## src/rtl/edit_cursor_ctrl_pkg.sv

```systemverilog
// Shared constants and state type for the time-edit cursor controller.
package edit_cursor_ctrl_pkg;

  localparam logic [3:0] MODE_IDLE   = 4'd0;
  localparam logic [3:0] MODE_EDIT   = 4'd1;
  localparam logic [3:0] MODE_COMMIT = 4'd2;

  localparam int unsigned NIBBLES    = 21;
  localparam int unsigned CURSOR_MAX = 20;

  // State encoding doubles as the externally visible mode value.
  typedef enum logic [3:0] {
    StIdle   = MODE_IDLE,
    StEdit   = MODE_EDIT,
    StCommit = MODE_COMMIT
  } state_e;

endpackage

```

## src/rtl/bcd_step.sv

```systemverilog
// Single BCD digit step: up wraps 9->0, down wraps 0->9; non-decimal inputs snap to 0 (up) or 9 (down).
module bcd_step (
  input  logic [3:0] nibble_i,
  input  logic       up_i,
  output logic [3:0] nibble_o
);

  always_comb begin
    nibble_o = nibble_i;
    if (up_i) begin
      nibble_o = (nibble_i >= 4'd9) ? 4'd0 : nibble_i + 4'd1;
    end else begin
      nibble_o = ((nibble_i == 4'd0) || (nibble_i > 4'd9)) ? 4'd9 : nibble_i - 4'd1;
    end
  end

endmodule

```

## src/rtl/edit_cursor_ctrl.sv

```systemverilog
// Time-string editor: enter starts an edit of a snapshot of time_in, arrows move/adjust digits,
// enter commits, and inactivity restores the snapshot.
module edit_cursor_ctrl
  import edit_cursor_ctrl_pkg::*;
#(
  parameter int unsigned TIMEOUT = 100_000_000
) (
  input  logic        clk,
  input  logic        rst,
  input  logic        btn_enter,
  input  logic        btn_left,
  input  logic        btn_right,
  input  logic        btn_up,
  input  logic        btn_down,
  input  logic [83:0] time_in,
  output logic [83:0] tmp1,
  output logic [4:0]  count,
  output logic [3:0]  mode,
  output logic        commit,
  output logic        abort
);

  localparam int unsigned TimerW = (TIMEOUT > 1) ? $clog2(TIMEOUT) : 1;
  localparam logic [TimerW-1:0] TimerLast = TimerW'(TIMEOUT - 1);
  localparam logic [4:0] CountMax = 5'(CURSOR_MAX);

  state_e              state_q, state_d;
  logic [83:0]         tmp1_q, tmp1_d;
  logic [83:0]         shadow_q, shadow_d;
  logic [4:0]          count_q, count_d;
  logic [TimerW-1:0]   timer_q, timer_d;
  logic                commit_q, commit_d;
  logic                abort_q, abort_d;

  logic                any_press;
  logic [6:0]          nib_base;
  logic [3:0]          cur_nib;
  logic [3:0]          step_nib;

  assign any_press = btn_enter | btn_left | btn_right | btn_up | btn_down;
  assign nib_base  = {count_q, 2'b00};
  assign cur_nib   = tmp1_q[nib_base +: 4];

  // Up outranks down, so when down acts btn_up is necessarily low.
  bcd_step u_bcd_step (
    .nibble_i (cur_nib),
    .up_i     (btn_up),
    .nibble_o (step_nib)
  );

  always_comb begin
    state_d  = state_q;
    tmp1_d   = tmp1_q;
    shadow_d = shadow_q;
    count_d  = count_q;
    timer_d  = timer_q;
    commit_d = 1'b0;
    abort_d  = 1'b0;
    unique case (state_q)
      StIdle: begin
        tmp1_d  = time_in;
        count_d = CountMax;
        timer_d = '0;
        if (btn_enter) begin
          state_d  = StEdit;
          shadow_d = time_in;
        end
      end
      StEdit: begin
        if (any_press) begin
          timer_d = '0;
          if (btn_enter) begin
            state_d  = StCommit;
            commit_d = 1'b1;
          end else if (btn_left) begin
            if (count_q < CountMax) count_d = count_q + 5'd1;
          end else if (btn_right) begin
            if (count_q != 5'd0) count_d = count_q - 5'd1;
          end else begin
            tmp1_d[nib_base +: 4] = step_nib;
          end
        end else if (timer_q == TimerLast) begin
          tmp1_d  = shadow_q;
          abort_d = 1'b1;
          count_d = CountMax;
          timer_d = '0;
          state_d = StIdle;
        end else begin
          timer_d = timer_q + TimerW'(1);
        end
      end
      StCommit: begin
        state_d = StIdle;
        count_d = CountMax;
      end
      default: begin
        state_d = StIdle;
        count_d = CountMax;
      end
    endcase
  end

  always_ff @(posedge clk) begin
    if (rst) begin
      state_q  <= StIdle;
      tmp1_q   <= '0;
      shadow_q <= '0;
      count_q  <= CountMax;
      timer_q  <= '0;
      commit_q <= 1'b0;
      abort_q  <= 1'b0;
    end else begin
      state_q  <= state_d;
      tmp1_q   <= tmp1_d;
      shadow_q <= shadow_d;
      count_q  <= count_d;
      timer_q  <= timer_d;
      commit_q <= commit_d;
      abort_q  <= abort_d;
    end
  end

  assign tmp1   = tmp1_q;
  assign count  = count_q;
  assign mode   = state_q;
  assign commit = commit_q;
  assign abort  = abort_q;

endmodule
```

## config.mk

```make
export PLATFORM = sky130hd
export DESIGN_NAME = edit_cursor_ctrl
export DESIGN_NICKNAME = d
export VERILOG_FILES = /design/src/rtl/edit_cursor_ctrl_pkg.sv /design/src/rtl/bcd_step.sv /design/src/rtl/edit_cursor_ctrl.sv
export SDC_FILE = /design/constraint.sdc
export NUM_CORES = 1
export LEC_CHECK = 0
export CAP_MARGIN = 20
export CORE_ASPECT_RATIO = 1.4
export CORE_UTILIZATION = 59
export CTS_CLUSTER_DIAMETER = 150
export DETAILED_ROUTE_END_ITERATION = 7
export MAX_ROUTING_LAYER = met4
export PLACE_DENSITY = 0.86
export SYNTH_ARGS = -nofsm -noshare
export SYNTH_HDL_FRONTEND = slang
export SYNTH_HIERARCHICAL = 1
export SYNTH_SLANG_ARGS = --single-unit
export TNS_END_PERCENT = 10
```

## constraint.sdc

```tcl
create_clock -name clk -period 5.8 [get_ports clk]
set_input_delay 1.16 -clock clk [delete_from_list [all_inputs] [get_ports clk]]
set_output_delay 1.16 -clock clk [all_outputs]
set_load 0.05 [all_outputs]
```

* After elaboration in Yosys (flattened, before gate mapping)
Cells that the tools add are included.
Cells by class: magnitude comparators 3, muxes and demuxes 27, reductions and logical operators 13, equality and inequality tests 12, $add $sub $neg 6, shift operators 3, bitwise gates (word level) 6
Operator list (number):
- 2-to-1 mux 84 bit | 5
- case mux 84 bit (2 select lines) | 1
- bitwise mux 84 bit | 1
- variable shift 4 x 9 -> 84 bit, first input constant | 1
- variable part select 4 x 9 -> 84 bit | 1
- variable part select 84 x 8 -> 4 bit | 1
- 2-to-1 mux 27 bit | 2
- case mux 27 bit (2 select lines) | 1
- 2-to-1 mux 5 bit | 7
- 2-to-1 mux 4 bit | 7
- adder 27 x 1 -> 27 bit, second input constant | 1
- == test 27 bit, second input constant | 1
- inequality test 3 bit, second input constant | 6
- AND reduction 5 bit | 2
- negation 7 -> 9 bit | 1
- zero test 4 bit | 2
- case mux 4 bit (2 select lines) | 1
- inequality test 3 x 2 -> 1 bit, second input constant | 2
- OR reduction 3 bit | 2
- adder 5 x 1 -> 5 bit, second input constant | 1
- less-than comparator 5 bit, second input constant | 1
- nonzero test 5 bit | 1
- subtractor 5 x 1 -> 5 bit, second input constant | 1
- adder 4 x 1 -> 4 bit, second input constant | 1
- other kinds (13) | 20
Word-level totals: logic and storage cells 77, register bits 206

* Longest topological paths before layout
depth after elaboration 12, gate-level depth with buffers 17, mapped depth without buffers 14

* Cells and area by module
Netlist, hierarchy kept.
Modules (own cells, without submodules):
- edit_cursor_ctrl | area an instance 11852.6 µm², cells an instance 1478, times used 1, sequential area each 4083.9 µm²
- bcd_step | area an instance 229.0 µm², cells an instance 31, times used 1, sequential area each 0.0 µm²

* Least setup slack after synthesis
No wires, ideal clock.
path kind register -> register, start point reg count_q[0], in the netlist count[0], end point reg tmp1_q[71], in the netlist tmp1[71], path buffers 3, path slack 1469 ps, arrival 4261 ps, stages on the path, launching flop included 18, cells stage by stage dfxtp_1 > buf_6 > buf_2 > buf_2 > mux4_2 > nand2_1 > nand2_1 > a21oi_1 > o22ai_1 > inv_1 > ha_1 > nor3b_1 > nor3_1 > a211oi_1 > o2111ai_1 > o311ai_0 > o2111ai_1 > a21oi_1
Between the ends: cells in the longest elaborated chain, start to end 12, elaborated cells on any way between the ends 19, classes of those cells add/sub: 3; order compare: 2; shift: 3; mux: 9; reduce/logical: 2
RTL lines:
- from (decl) | RTL line edit_cursor_ctrl.sv:30 | logic [4:0] count_q, count_d;
- from (signal assigned) | RTL line edit_cursor_ctrl.sv:108 | count_q <= CountMax;
- from (signal assigned) | RTL line edit_cursor_ctrl.sv:116 | count_q <= count_d;
- variable part select 84 x 8 -> 4 bit (*) | RTL line edit_cursor_ctrl.sv:42 | assign cur_nib = tmp1_q[nib_base +: 4];
- via cur_nib[0] | RTL line edit_cursor_ctrl.sv:37 | logic [3:0] cur_nib;
- > comparator 4 bit / zero test 4 bit (equally long branches) | RTL line bcd_step.sv:13 | nibble_o = ((nibble_i == 4'd0) || (nibble_i > 4'd9)) ? 4'd9 : nibble_i - 4'd1;
- logical OR 1 bit | RTL line bcd_step.sv:13
- 2-to-1 mux 4 bit | RTL line bcd_step.sv:13
- 2-to-1 mux 4 bit (*) | RTL line bcd_step.sv:10 | if (up_i) begin
- via step_nib[3] | RTL line edit_cursor_ctrl.sv:38 | logic [3:0] step_nib;
- variable part select 4 x 9 -> 84 bit (*) | RTL line edit_cursor_ctrl.sv:80 | tmp1_d[nib_base +: 4] = step_nib;
- bitwise mux 84 bit (*) | RTL line edit_cursor_ctrl.sv:80
- 2-to-1 mux 84 bit (*) | RTL line edit_cursor_ctrl.sv:77 | end else if (btn_right) begin
- 2-to-1 mux 84 bit (*) | RTL line edit_cursor_ctrl.sv:75 | end else if (btn_left) begin
- 2-to-1 mux 84 bit (*) | RTL line edit_cursor_ctrl.sv:72 | if (btn_enter) begin
- 2-to-1 mux 84 bit (*) | RTL line edit_cursor_ctrl.sv:70 | if (any_press) begin
- case mux 84 bit (2 select lines) (*) | RTL line edit_cursor_ctrl.sv:59 | unique case (state_q)
- to (signal assigned) | RTL line edit_cursor_ctrl.sv:114 | tmp1_q <= tmp1_d;
- to (decl) | RTL line edit_cursor_ctrl.sv:28 | logic [83:0] tmp1_q, tmp1_d;
The timed path passes the listed nets; every way through them passes the cells marked *. The select of a mux whose other input is x is not followed. A chain may end at the register's enable or synchronous reset.

* Worst setup path after layout
start point reg count_q[0], in the netlist count[0], end point reg tmp1_q[44], in the netlist tmp1[44]
Same word-level chain as after synthesis.

==> impl_metrics.yaml <==
run_status:
  status: "finished clean"
critical_path:
  reg2reg_slack_ps: 850
  cp_max_fo: 27
  path_cells: "mux4_2 > nand2_1 > nand2_1 > a21oi_1 > o22ai_1 > inv_1 > ha_1 > nor3b_1 > nor3_1 > a21oi_1 > buf_4 > o2111ai_1 > o311ai_0 > o2111ai_1 > a21oi_1"
  cpMaxStageDelayCell: "dfxtp_2"
  r2r-start: "count[0]$_SDFFE_PP0P_"
  crit_type: "flop to flop"
  critPathLaunchType: "flop"
  critical_path_required_ps: 6260
  r2r_cells: 15
  crit_arrival_ps: 5400
  regToRegEndpoint: "tmp1[44]$_SDFFE_PP0P_"
  endpoint: "tmp1[44]$_SDFFE_PP0P_"
  cp_common_cell: "a21oi_1"
  max_stage_delay_ps: 920
  worstSetupStartpoint: "count[0]$_SDFFE_PP0P_"
  crit_path_end_kind: "flop"
layout:
  fin_nets: 1704
  drive_above_1_share_pct: 8.61
  areaGrowthSynthToFinish_pct: 22.1
  stdcell_area_sq_mm: 0.0148
  fillerInstances: 1564
worst_hold_path:
  min_path_cells: 2
  min-delay-start: "shadow_q[24]$_SDFFE_PP0P_"
  hp-class: "flop to flop"
floorplanning:
  rows: 61
  pin_count: 186
  die_y_um: 171
  initial_core_util_pct: 60.4
  core_sq_mm: 0.0200
  die_w_um: 123
  die_area_sq_mm: 0.0211
clock_tree:
  cts_resized: 0
  cts.clk_slew.worst_paths_ps: 70
  clock_latency_ps: 530
  root_buffer: "clkbuf_16"
  cts-hold-fix-buffers: 0
  clkSinkCount: 204
  cts_setup_buffers: 0
  tritoncts: "done"
  numCtsBuffers: 22
  htreeDepth: 1
  clock_path_buffers: 3
yosys:
  synth_area_leaders: "dfxtp_1, a21oi_1, nand2_1"
  ys.warnings.count: 6
  ys_seq_area_share_pct: 33.8
  ys_types: 87
  avgSynthCellArea_sq_um: 8.01
  synth_top_area_share_pct: 33.8
  synth-edff-count: 0
  syn_inst: 1509
  netlist_area_sq_mm: 0.0121
  synth-main-ff-cell: "dfxtp_1"
  synth_seq_cells: 204
  async_reset_ff_share_pct: 0
  yosysTopAreaCell: "dfxtp_1"
sta:
  setup_viol: 0
  slew_headroom_pct: 22.3
  drv_slew: 0
  worstMarginPinSlew_ps: 1150
  finalCritPeriodShare_pct: 85.3
  rsz0062_at_grt: "false"
  hold_viol: 0
  fin_crit_ps: 4950
  clock_skew_ps: 20.9
  setup_tns_ps: 0
  timing.fmax_mhz: 202
power:
  p_sw_mw: 1.45
  p_int_mw: 2.86
  seq_power_share_pct: 37.6
  power_density_mw_per_mm2: 292
  p_sw_share_pct: 33.6
  irDropWorstVdd_v: 0.000262
  power_leakage_nw: 4.95
  clkPwrFrac_pct: 37.3
  power_frac_comb_pct: 25.1
placed_design:
  dpl-instance-area_sq_mm: 0.0139
  port_buffers: 183
  gp_congestion: 1.04
  hpwl_um: 33100
grt:
  antenna_found_initial: 7
  grt_usage_pct: 47.8
  grt_first_pass_wirelength_um: 74200
  grt_pass1_vias: 12600
  grt_max_degree: 108
  gr-total-overflow: 0
drt:
  finalWirelength_um: 48900
  drtAntennaViolNets: 0
  avgViaCountPerCell: 7.43
  wire_per_inst_um: 26.1
  dr.first_iter.drc_count: 1853
  vias: 13900
  drt-pass1-iter-count: 8
  route.detailed.drc: 0
run:
  maxCapViolCount: 0
## stage by stage
| stage | power (mW) | setup slack, ps | util (%) | hold slack (ps) | instances |
|---|---|---|---|---|---|
| after CTS | 4.25 | 988 | 73.5 | 455 | 1865 |
| after detailed placement | 2.68 | 1000 | 69.4 | 447 | 1825 |
| final | 4.31 | 854 | 73.8 | 454 | 1874 |
| after floorplan | 2.27 | 1470 | - | 427 | 1510 |
| after global placement | 2.67 | 1100 | 69.4 | 442 | 1824 |
| after global routing | 4.40 | 702 | 73.8 | 472 | 1873 |
## kinds of logic after synthesis
family                     count (synthesis)  synth area share [%]
adders and majority gates                 15                  1.62
xor gates and xnor gates                   5                 0.362
AOI/OAI and AO/OA                        592                  33.3
other                                      1                0.0310
buffers and inverters                    168                  5.91
DFF                                      204                  33.8
muxes                                     36                  5.07
and+or+nand+nor                          488                  19.9
## critical path, delay by kind of cell, from the launching register on
family	cells	cell delay, ps
buffers and inverters	2	310
DFF	1	920
AOI/OAI and AO/OA	7	2060
adders and majority gates	1	240
and+or+nand+nor	4	750
muxes	1	590
## metal layers
layer	share of wire (%)	up-vias	track usage (%)
met4	7.9	0	33.8
met1	34	6518	55.1
met3	11	271	9.45
li1	-	5995	-
met2	47	1132	74.0
met5	0	-	-
## state kept, by name (all words and copies together), names as in the netlist
name,count
count,5
timer_q,27
mode,2
shadow_q,84
tmp1,84
abort,1
commit,1
## Yosys cell counts, types with 6 or more instances
cell type / n
nand4_1: 15
nand3b_1: 6
a221oi_1: 8
clkbuf_1: 94
buf_2: 33
inv_1: 12
o311ai_0: 38
ha_1: 14
nand2b_1: 9
dfxtp_1: 204
buf_1: 19
nor3_1: 11
o221ai_1: 6
mux2i_1: 14
a21o_1: 7
nand3_1: 66
o21ai_0: 87
and2_1: 11
o31ai_1: 52
o31a_1: 14
a31oi_1: 54
nand2_1: 239
and3_1: 25
o2111ai_1: 74
a21oi_1: 183
nor2b_1: 6
mux4_2: 20
nor2_1: 37
or4_1: 7
nor4_1: 20
o211ai_1: 13
## how the worst min path moves through the flow
stage	to	slack, ps
after detailed placement	shadow_q[23]$_SDFFE_PP0P_	450
final	shadow_q[24]$_SDFFE_PP0P_	450
after global placement	shadow_q[23]$_SDFFE_PP0P_	440
after CTS	shadow_q[23]$_SDFFE_PP0P_	460
after global routing	shadow_q[55]$_SDFFE_PP0P_	470
after floorplan	timer_q[26]$_SDFFE_PP0P_	430
## cell type report
| type | instances | area [sq um] | share of cell area, % |
|---|---|---|---|
| clock buffers | 28 | 613 | 4.16 |
| well taps | 252 | 315 | 2.14 |
| clock inverters | 12 | 203 | 1.37 |
| flip-flops and latches | 204 | 4090 | 27.7 |
| repair buffers | 218 | 2120 | 14.4 |
| diodes | 8 | 20.0 | 0.136 |
| inverters | 14 | 52.6 | 0.356 |
| multi-input cells | 1138 | 7340 | 49.7 |
## power by group through the flow
stage / Clock [mW] / Sequential (mW) / Combinational [mW]
2_1_floorplan: 0 / 1.81 / 0.454
3_3_place_gp: 0 / 1.64 / 1.03
3_5_place_dp: 0 / 1.64 / 1.04
4_1_cts: 1.59 / 1.61 / 1.05
5_1_grt: 1.65 / 1.62 / 1.13
6_report: 1.60 / 1.62 / 1.08
## placed cells by master, fill, tap and decap left out, drive strengths merged, types with 28 or more instances in the layout
cell / count
nand2: 239
nor2: 39
o21ai: 94
o311ai: 42
clkdlybuf4s50: 182
o2111ai: 74
dfxtp: 204
clkbuf: 28
buf: 36
a21oi: 184
nand3: 66
a31oi: 54
o31ai: 52
(Power assumes the default switching activity.)
